[src/rtl/shifter_pipelined_if.sv]
// Handshake bundle for shifter_pipelined: operand side (in_*) and result side (out_*).
// The slave modport is the shifter's view; the master modport is the producer/consumer view.
interface shifter_pipelined_if #(
   parameter int unsigned N = 32
);
   logic          in_valid;
   logic          in_ready;
   logic [N-1:0]  in;
   logic [N-1:0]  shamt;
   logic [1:0]    mode;
   logic          out_valid;
   logic          out_ready;
   logic [N-1:0]  out;

   modport master (
      output in_valid, in, shamt, mode, out_ready,
      input  in_ready, out_valid, out
   );

   modport slave (
      input  in_valid, in, shamt, mode, out_ready,
      output in_ready, out_valid, out
   );
endinterface

[src/rtl/shifter_pipelined.sv]
// Log-depth barrel shifter (SLL/SRL/SRA/ROR) with one register stage per shamt bit.
// The whole pipe advances together whenever the final stage is empty or being consumed.
module shifter_pipelined #(
   parameter int unsigned N = 32
) (
   input  logic             clk,
   input  logic             rst,
   shifter_pipelined_if.slave bus
);
   localparam int unsigned S = $clog2(N);

   typedef enum logic [1:0] {
      MODE_SLL = 2'b00,
      MODE_SRL = 2'b01,
      MODE_SRA = 2'b10,
      MODE_ROR = 2'b11
   } mode_e;

   logic adv;

   function automatic logic [N-1:0] stage_op(input logic [N-1:0] x, input mode_e m,
                                             input logic sgn, input int unsigned a);
      logic [N-1:0] ones;
      logic [N-1:0] r;
      ones = '1;
      case (m)
         MODE_SLL: r = x << a;
         MODE_SRL: r = x >> a;
         MODE_SRA: r = (x >> a) | (sgn ? ~(ones >> a) : '0);
         default:  r = (x >> a) | (x << (N - a));
      endcase
      return r;
   endfunction

   assign adv = !g_stage[S-1].valid_q || bus.out_ready;

   for (genvar k = 0; k < S; k++) begin : g_stage
      logic          p_valid, p_sign, p_ovf;
      logic [N-1:0]  p_data;
      logic [S-1:0]  p_amt;
      mode_e         p_mode;

      logic          valid_q, valid_d;
      logic          sign_q, sign_d;
      logic          ovf_q, ovf_d;
      logic [N-1:0]  data_q, data_d;
      logic [S-1:0]  amt_q, amt_d;
      mode_e         mode_q, mode_d;

      if (k == 0) begin : g_src
         assign p_valid = bus.in_valid;
         assign p_data  = bus.in;
         assign p_amt   = bus.shamt[S-1:0];
         assign p_mode  = mode_e'(bus.mode);
         assign p_sign  = bus.in[N-1];
         assign p_ovf   = |bus.shamt[N-1:S];
      end else begin : g_src
         assign p_valid = g_stage[k-1].valid_q;
         assign p_data  = g_stage[k-1].data_q;
         assign p_amt   = g_stage[k-1].amt_q;
         assign p_mode  = g_stage[k-1].mode_q;
         assign p_sign  = g_stage[k-1].sign_q;
         assign p_ovf   = g_stage[k-1].ovf_q;
      end

      always_comb begin
         valid_d = p_valid;
         amt_d   = p_amt;
         mode_d  = p_mode;
         sign_d  = p_sign;
         ovf_d   = p_ovf;
         data_d  = p_amt[k] ? stage_op(p_data, p_mode, p_sign, 2 ** k) : p_data;
         // Out-of-range shifts are resolved in the last stage so out stays a pure register.
         if ((k == S - 1) && p_ovf && (p_mode != MODE_ROR)) begin
            data_d = (p_mode == MODE_SRA) ? {N{p_sign}} : '0;
         end
      end

      always_ff @(posedge clk) begin
         if (rst) begin
            valid_q <= 1'b0;
            data_q  <= '0;
            amt_q   <= '0;
            mode_q  <= MODE_SLL;
            sign_q  <= 1'b0;
            ovf_q   <= 1'b0;
         end else if (adv) begin
            valid_q <= valid_d;
            data_q  <= data_d;
            amt_q   <= amt_d;
            mode_q  <= mode_d;
            sign_q  <= sign_d;
            ovf_q   <= ovf_d;
         end
      end
   end

   logic unused_tail;
   assign unused_tail = ^{g_stage[S-1].amt_q, g_stage[S-1].mode_q,
                          g_stage[S-1].sign_q, g_stage[S-1].ovf_q};

   assign bus.in_ready  = adv;
   assign bus.out_valid = g_stage[S-1].valid_q;
   assign bus.out       = g_stage[S-1].data_q;
endmodule

[src/flat_wrapper.sv]
// flat-port wrapper written by rule: the top's interface ports become plain ports
module shifter_pipelined_flat 
#(
   parameter int unsigned N = 32
)
  (clk, rst, bus_in_valid, bus_in, bus_shamt, bus_mode, bus_out_ready, bus_in_ready, bus_out_valid, bus_out);
  shifter_pipelined_if #(.N(N)) bus_i ();
  input  logic clk;
  input  logic rst;
  input wire logic [$bits(bus_i.in_valid)-1:0] bus_in_valid;
  input wire logic [$bits(bus_i.in)-1:0] bus_in;
  input wire logic [$bits(bus_i.shamt)-1:0] bus_shamt;
  input wire logic [$bits(bus_i.mode)-1:0] bus_mode;
  input wire logic [$bits(bus_i.out_ready)-1:0] bus_out_ready;
  output wire logic [$bits(bus_i.in_ready)-1:0] bus_in_ready;
  output wire logic [$bits(bus_i.out_valid)-1:0] bus_out_valid;
  output wire logic [$bits(bus_i.out)-1:0] bus_out;
  assign bus_i.in_valid = bus_in_valid;
  assign bus_i.in = bus_in;
  assign bus_i.shamt = bus_shamt;
  assign bus_i.mode = bus_mode;
  assign bus_i.out_ready = bus_out_ready;
  assign bus_in_ready = bus_i.in_ready;
  assign bus_out_valid = bus_i.out_valid;
  assign bus_out = bus_i.out;
  shifter_pipelined #(.N(N)) u_core (.clk(clk), .rst(rst), .bus(bus_i));
endmodule
[config.mk]
export PLATFORM = sky130hd
export DESIGN_NAME = shifter_pipelined_flat
export DESIGN_NICKNAME = d
export VERILOG_FILES = /design/src/rtl/shifter_pipelined_if.sv /design/src/rtl/shifter_pipelined.sv /design/src/flat_wrapper.sv
export SDC_FILE = /design/constraint.sdc
export NUM_CORES = 1
export LEC_CHECK = 0
export BUFFER_PORTS_ARGS = -buffer_cell sky130_fd_sc_hd__buf_2
export CORE_MARGIN = 2
export CORE_UTILIZATION = 60
export DETAILED_ROUTE_END_ITERATION = 10
export PLACE_DENSITY = 0.81
export SYNTH_ARGS = -nofsm -noshare
export SYNTH_HDL_FRONTEND = slang
export SYNTH_SLANG_ARGS = --single-unit
[constraint.sdc]
create_clock -name clk -period 1.8 [get_ports clk]
set_clock_uncertainty 0.1 [all_clocks]
set_input_delay 0.27 -clock clk [delete_from_list [all_inputs] [get_ports clk]]
set_output_delay 0.27 -clock clk [all_outputs]
set_load 0.02 [all_outputs]
# Yosys cells after proc, flatten, opt, wreduce, memory -nomap -nowiden
# Index checks and enable logic that the tools add are counted.
totals:
  reg_bits: 201
  latchBits: 0
  ramBits: 0
  mem_bits_ro: 0
  wordCells: 73
  mem_count: 0
op_classes:
  add_sub_neg: 0
  mul: 0
  n_div: 0
  order_cmp: 0
  n_eq_ne: 11
  shifts: 0
  n_mux: 17
  bitwise: 10
  reduce_logical: 9
ops:
  columns: ["op", "n"]
  rows:
  - ["32-bit case mux with 3 select lines", 5]
  - ["32-bit 2-to-1 mux", 12]
  - ["16-bit by 32-bit bitwise OR with 32-bit output", 2]
  - ["24-bit by 32-bit bitwise OR with 32-bit output", 2]
  - ["28-bit by 32-bit bitwise OR with 32-bit output", 2]
  - ["30-bit by 32-bit bitwise OR with 32-bit output", 2]
  - ["31-bit by 32-bit bitwise OR with 32-bit output", 2]
  - ["27-bit OR reduction", 1]
  - ["2-bit by 1-bit == test with 1-bit output (second input constant)", 5]
  - ["2-bit == test (second input constant)", 5]
  - ["2-bit logical NOT", 5]
  - ["2-bit inequality test (second input constant)", 1]
  - ["1-bit logical AND", 1]
  - ["1-bit logical NOT", 1]
  - ["1-bit logical OR", 1]

# Longest topological paths before layout
# Gate-level depths: netlist of run 1.
depth:
  ltp_word: 5
  mapped_depth: 7

# Worst setup path after synthesis of run 1
# No wires, ideal clock.
synth_path:
  path_type: "register to register"
  startpoint: "register u_core.g_stage[4].valid_q, in the netlist u_core.bus.out_valid"
  endpoint: "register u_core.g_stage[3].data_q[21]"
  setup_time_ps: 117
  t_arrival_ps: 1440
  required_time_ps: 1583
  path_slack_ps: 142
  path_stages_with_launch: 7
  path_buffers: 3
  path_cell_list: "dfxtp_1 > nor2b_1 > buf_2 > buf_2 > buf_1 > nor3_1 > a32o_1"
synth_between:
  elab_chain_cells: 2
synth_rtl:
  columns: ["item", "line", "source"]
  rows:
  - ["start, declared", "shifter_pipelined.sv:43", "logic valid_q, valid_d;"]
  - ["start signal, assigned", "shifter_pipelined.sv:88", "valid_q <= valid_d;"]
  - ["1-bit logical NOT", "shifter_pipelined.sv:35", "assign adv = !g_stage[S-1].valid_q || bus.out_ready;"]
  - ["1-bit logical OR", "shifter_pipelined.sv:35", null]
  - ["end signal, assigned", "shifter_pipelined.sv:89", "data_q <= data_d;"]
  - ["end, declared", "shifter_pipelined.sv:46", "logic [N-1:0] data_q, data_d;"]
# Every way passes these cells.
# A chain may end at the register's enable or synchronous reset.

# Final worst setup path of run 1
layout_path:
  startpoint: "register u_core.g_stage[4].valid_q, in the netlist u_core.bus.out_valid"
  endpoint: "output bus_in_ready"
layout_between:
  elab_chain_cells: 2
layout_rtl:
  columns: ["item", "line", "source"]
  rows:
  - ["1-bit logical NOT", "shifter_pipelined.sv:35", null]
  - ["1-bit logical OR", "shifter_pipelined.sv:35", null]
  - ["end, declared", "flat_wrapper.sv:15", "output wire logic [$bits(bus_i.in_ready)-1:0] bus_in_ready;"]
# Every way passes these cells.

==> flow_metrics.tcl, run 1 <==
set metrics [dict create \
    portBuffers 103 \
    grt_start_max_net_pins 132 \
    die_h_um 135.9 \
    htreeDepth 4 \
    ys_ff_latch 191 \
    initial_core_util_pct 60.77 \
    core_um2 17180 \
    hpwl_mm 18.35 \
    vias 10440 \
    numClockSinks 191 \
    fin_tns_setup_ps 0 \
    synthCells 1341 \
    ys_seq_area_share_pct 36.63 \
    synth_flop_cell "dfxtp_1" \
    arrival_ps 1350 \
    area_growth_pct 13.96 \
    final_antenna_net_count 0 \
    mostFrequentLayoutCell "dfxtp_1" \
    clk_pin_slew_ps 70 \
    path_max_fanout 33 \
    synthesis.area_um2 10440 \
    gp_congestion 0.8947 \
    multi_input_area_um2 5878 \
    regArea_um2 3826 \
    synth_fp_nets 1411 \
    fillers 1395 \
    grt_first_pass_wirelength_mm 45.90 \
    yosysWarnings 0 \
    grt_overflow 0 \
    worstSetupEndpointType "output pin" \
    synth-edff-count 0 \
    leakagePower_nw 4.488 \
    clk_path_buf_depth 2 \
    rsz0062_at_grt "no" \
    ir_worst_vdd_v 0.0008103 \
    tritoncts "done" \
    numCtsBuffers 17 \
    slew_headroom_pct 58.49 \
    async_reset_ff_share_pct 0 \
    maxCapViolations 0 \
    worst_pin_slew_ps 622.7 \
    critPathMaxStageDelay_ps 330 \
    postSynthAreaPerCell_um2 7.784 \
    setup_viol 0 \
    drt-total-wl_mm 28.60 \
    powerDensity_nw_per_um2 808.5 \
    grt_util_all_layers_pct 30.57 \
    drt-initial-drc-count 1209 \
    drt_first_pass_iters 7 \
    routedWlPerCell_um 17.82 \
    synth.distinct_cells 44 \
    fin_crit_sh_pct 95.74 \
    final_net_count 1439 \
    fin_crit_ps 1723 \
    grt_pass1_vias 9032 \
    cp_data_required_time_ps 1430 \
    setup_slack_ps 76.67 \
    io_pins 104 \
    drive_above_1_share_pct 16.01 \
    crit_type "flop to output pin" \
    status "completed" \
    worstSetupStartpointType "flop" \
    cts.root.buffer_cell "clkbuf_16" \
    cpMaxStageDelayCell "dfxtp_2" \
    p_total_mw 9.618 \
    timing.fmax_ghz 0.5803 \
    antenna_found_initial 0 \
    maxSlewViolCount 0 \
    final_cell_mix "dfxtp_1 (189), o21ai_0 (179), nand2_1 (175)" \
    die_area_um2 18470 \
    hold_viol_final 0 \
    clkLatencyLatePin_ps 430 \
    die_width_um 135.9 \
    pre_cts_slack_ps 94.27 \
    viasPerCell 6.503 \
    diodes 0 \
    hold_path_class "input port to flop" \
    crit_chain "nor2b_4 -> clkinv_4 -> buf_12 -> buf_4" \
    fp-row-count 48 \
    drc_errors 0 \
]
[metal layers]
metal | GRT usage [%] | wire length (µm) | vias to the layer above
met5 | 0 | 0 | -
met4 | 8.449 | 593 | 0
met2 | 48.43 | 13250 | 445
met1 | 42.55 | 12330 | 4968
met3 | 6.040 | 2423 | 57
li1 | - | - | 4967
[power by group]
part / switching, mW / internal, mW
combinational: 0.688 / 0.633
clock: 1.64 / 1.90
sequential: 0.283 / 4.47
[cells in the mapped netlist (all sizes together), types with 3 or more instances]
library cell    n  share of area (%)
dfxtp         191                 37
o21ai         179                8.6
nand2         175                6.3
a21oi         128                6.1
nor2          113                4.1
clkbuf        110                4.0
a311o          83                8.0
or3b           83                7.0
buf            47                2.6
a221oi         30                2.5
nor3           24                1.2
inv            20               0.72
nor2b          18                1.1
o211a          18                1.7
o32ai          17                1.4
mux2           14                1.5
a211oi         13               0.93
nor3b          13               0.93
o211ai         13               0.93
and2           12               0.72
a32o           11                1.1
nor4            6               0.36
a311oi          3               0.25
[logic make-up after synthesis]
family / after synthesis / share of synthesized area (%)
XOR/XNOR: 1 / 0.1559
multiplexers: 14 / 1.510
AND/OR/NAND/NOR: 453 / 22.10
AO/OA/AOI/OAI: 504 / 32.30
buffers and inverters: 178 / 7.299
flip-flops: 191 / 36.63
[final cells by class]
class                           instances  area share [%]
Clock buffer                           18           3.607
Inverter                               21          0.7047
Multi-Input combinational cell        972           49.41
Timing Repair Buffer                  166           10.80
Tap cell                              225           2.366
Sequential cell                       191           32.16
Clock inverter                         12          0.9466
[path summary, 6_finish.rpt]
kind	cells after the start	slack (ps)	endpoint	startpoint
max	4	80	bus_in_ready	u_core.bus.out_valid$_SDFFE_PP0P_
max reg2reg	5	90	u_core.g_stage[3].data_q[0]$_SDFFE_PP0P_	u_core.g_stage[2].mode_q[0]$_SDFFE_PP0P_
min	3	20	u_core.g_stage[0].sign_q$_SDFFE_PP0P_	bus_in[31]
min reg2reg	2	350	u_core.g_stage[2].amt_q[3]$_SDFFE_PP0P_	u_core.g_stage[1].amt_q[3]$_SDFFE_PP0P_
[registers in the layout (all words and copies together), names as in the netlist]
signal and flops:
u_core.g_stage.sign_q 4, u_core.g_stage.data_q 128, u_core.g_stage.mode_q 8, u_core.g_stage.amt_q 10, u_core.g_stage.ovf_q 4, u_core.g_stage.valid_q 4, u_core.bus.out 32, u_core.bus.out_valid 1
[worst max-delay path, delay by kind of cell (launching register included)]
kind	cells	cell delay, ps
buffers and inverters	3	420
flip-flops	1	330
AND/OR/NAND/NOR	1	180
[what timing repair did]
action	in CTS	in global routing
endpoints found under the hold margin	5	0
cloned	1	0
hold buffers	5	0
setup buffers	1	2
resized for setup	1	6
pin swaps	0	1
endpoints found under the setup margin	1	16
[stage by stage]
step                area, µm²  util, %  hold slack [ps]  instances
finish                  11900    69.26            19.61       1605
detailed placement      11220    65.32            345.1       1566
global placement        11220    65.32            340.0       1566
global route            11900    69.26            23.66       1605
CTS                     11860    69.02            12.94       1603
floorplan               10440        -            310.5       1341
(Power assumes the default switching activity.)
==> inputs of run 2 (changes only) <==
--- a/config.mk
+++ b/config.mk
@@ -9,6 +9,7 @@
 export CORE_MARGIN = 2
 export CORE_UTILIZATION = 60
 export DETAILED_ROUTE_END_ITERATION = 10
+export HOLD_SLACK_MARGIN = 0.08
 export PLACE_DENSITY = 0.81
 export SYNTH_ARGS = -nofsm -noshare
 export SYNTH_HDL_FRONTEND = slang
==> run 2 against run 1 <==
  * Register-to-register slack barely moved
  * Total power rose by 0.11%
  * Sequential cell count unchanged
  * Clock power barely moved
  * Cell count is 0.19% higher
  * Core utilization rose by 0.17 points
  * Clock-buffer cell count is the same
  * Non-clock buffer count is 3 higher
  * Global-route usage up 0.063 points
  * Worst setup slack lost 2.0 ps
  * Critical path depth stayed put
  * Critical path type unchanged
  * Largest cell class unchanged
  * Highest routed layer unchanged
==> flow_metrics.tcl, run 2 (same netlist as run 1, synthesis figures left out) <==
set metrics [dict create \
    final_net_count 1442 \
    clkLatencyLatePin_ps 430 \
    viasPerCell 6.514 \
    core_um2 17180 \
    grt_pass1_vias 9055 \
    crit_type "flop to output pin" \
    fin_crit_sh_pct 95.85 \
    drive_above_1_share_pct 15.98 \
    area_growth_pct 14.25 \
    leakagePower_nw 4.501 \
    fin_crit_ps 1725 \
    setup_viol 0 \
    wl_met1_mm 12.36 \
    final_cell_mix "dfxtp_1 (189), o21ai_0 (179), nand2_1 (175)" \
    power_frac_seq_pct 49.3 \
    swShare_pct 27.19 \
    fp-row-count 48 \
    numClockSinks 191 \
    power.share.clock_pct 36.9 \
    fillers 1388 \
    grt_util_all_layers_pct 30.64 \
    slew_headroom_pct 59.78 \
    fin_tns_setup_ps 0 \
    io_pins 104 \
    die_width_um 135.9 \
    hold_path_class "input port to flop" \
    mostFrequentLayoutCell "dfxtp_1" \
    worstSetupEndpointType "output pin" \
    final_antenna_net_count 0 \
    cell_internal_pwr_mw 7.011 \
    cp_data_required_time_ps 1430 \
    worstSetupStartpointType "flop" \
    worst_pin_slew_ps 603.2 \
    p_total_mw 9.629 \
    cts.root.buffer_cell "clkbuf_16" \
    hold_viol_final 0 \
    maxCapViolations 0 \
    grt_overflow 0 \
    htreeDepth 4 \
    arrival_ps 1360 \
    hpwl_mm 18.35 \
    clk_path_buf_depth 2 \
    wl_met2_mm 13.25 \
    maxSlewViolCount 0 \
    die_area_um2 18470 \
    top_register "u_core.g_stage.data_q" \
    rsz0062_at_grt "no" \
    grt_first_pass_wirelength_mm 45.99 \
    tritoncts "done" \
    wl_met3_mm 2.425 \
    vias 10480 \
    largest_reg_flops 128 \
    p_switching_mw 2.618 \
    antenna_found_initial 0 \
    power_frac_comb_pct 13.8 \
    status "completed" \
    drt-initial-drc-count 1036 \
    top_layer "met4" \
    gp_congestion 0.8947 \
    drt_first_pass_iters 7 \
    ir_worst_vdd_v 0.0008193 \
    drt-total-wl_mm 28.62 \
    die_h_um 135.9 \
    grt_start_max_net_pins 132 \
    routedWlPerCell_um 17.80 \
    drc_errors 0 \
    diodes 0 \
    powerDensity_nw_per_um2 807.4 \
    path_max_fanout 33 \
    portBuffers 103 \
    clk_pin_slew_ps 70 \
    initial_core_util_pct 60.77 \
    numCtsBuffers 17 \
    timing.fmax_ghz 0.5796 \
]
==> run 2: cell count changes in the layout (fill, tap and decap cells not counted), sizes merged <==
| cell | change |
|---|---|
| dlygate4sd3 | +3 |
==> run 2: repair_timing <==
| item | 4_1_cts | 5_1_grt |
|---|---|---|
| resized for setup | 1 | 6 |
| endpoints found under the setup margin | 1 | 16 |
| setup buffers | 1 | 2 |
| gates cloned | 1 | 0 |
| hold buffers | 8 | 0 |
| pin swaps | 0 | 1 |
| endpoints found under the hold margin | 8 | 0 |
==> run 2: path summary, 6_finish.rpt <==
path | start | to | slack (ps) | cells after the start
max | u_core.bus.out_valid$_SDFFE_PP0P_ | bus_in_ready | 70 | 4
min | bus_in[2] | u_core.g_stage[0].data_q[2]$_SDFFE_PP0P_ | 90 | 3
max reg2reg | u_core.g_stage[2].mode_q[0]$_SDFFE_PP0P_ | u_core.g_stage[3].data_q[0]$_SDFFE_PP0P_ | 100 | 5
min reg2reg | u_core.g_stage[1].amt_q[3]$_SDFFE_PP0P_ | u_core.g_stage[2].amt_q[3]$_SDFFE_PP0P_ | 350 | 2
==> run 2: per-stage QoR <==
step                      hold slack [ps]  setup WS (ps)  utilization (%)  std cells  instance area [µm²]
after floorplan                     310.5          142.2                -       1341                10440
after global placement              340.0          92.77            65.32       1566                11220
after detailed placement            345.1          94.27            65.32       1566                11220
after CTS                           87.11         0.7362            69.19       1606                11890
after global routing                105.1          9.842            69.43       1608                11930
final                               88.73          74.65            69.43       1608                11930
==> run 2: power by group through the flow <==
stage / logic (mW) / registers (mW) / clock network, mW
after global routing: 1.47 / 4.77 / 3.75
after floorplan: 0.927 / 4.73 / 0
after detailed placement: 1.28 / 4.82 / 0
final: 1.33 / 4.75 / 3.55
after CTS: 1.31 / 4.73 / 3.58
after global placement: 1.25 / 4.82 / 0
==> run 2: final cells by class <==
class / instances / area, µm² / share of cell area, %
inverter: 21 / 83.83 / 0.7029
clock inverter: 12 / 112.6 / 0.9442
sequential: 191 / 3826 / 32.08
timing repair buffer: 169 / 1315 / 11.03
multi-input combinational: 972 / 5878 / 49.29
tap: 225 / 281.5 / 2.360
clock buffer: 18 / 429.2 / 3.598
==> run 2: metal layers <==
layer  track usage [%]  vias to the layer above
met4             8.623                        0
met1             42.55                     4984
met5                 0                        -
met3             6.078                       57
met2             48.54                      448
li1                  -                     4986
==> run 2: worst max-delay path, cell delays in order, from the launching register on <==
cell and delay (ps):
dfxtp_2 330, nor2b_4 180, clkinv_4 80, buf_12 170, buf_4 170
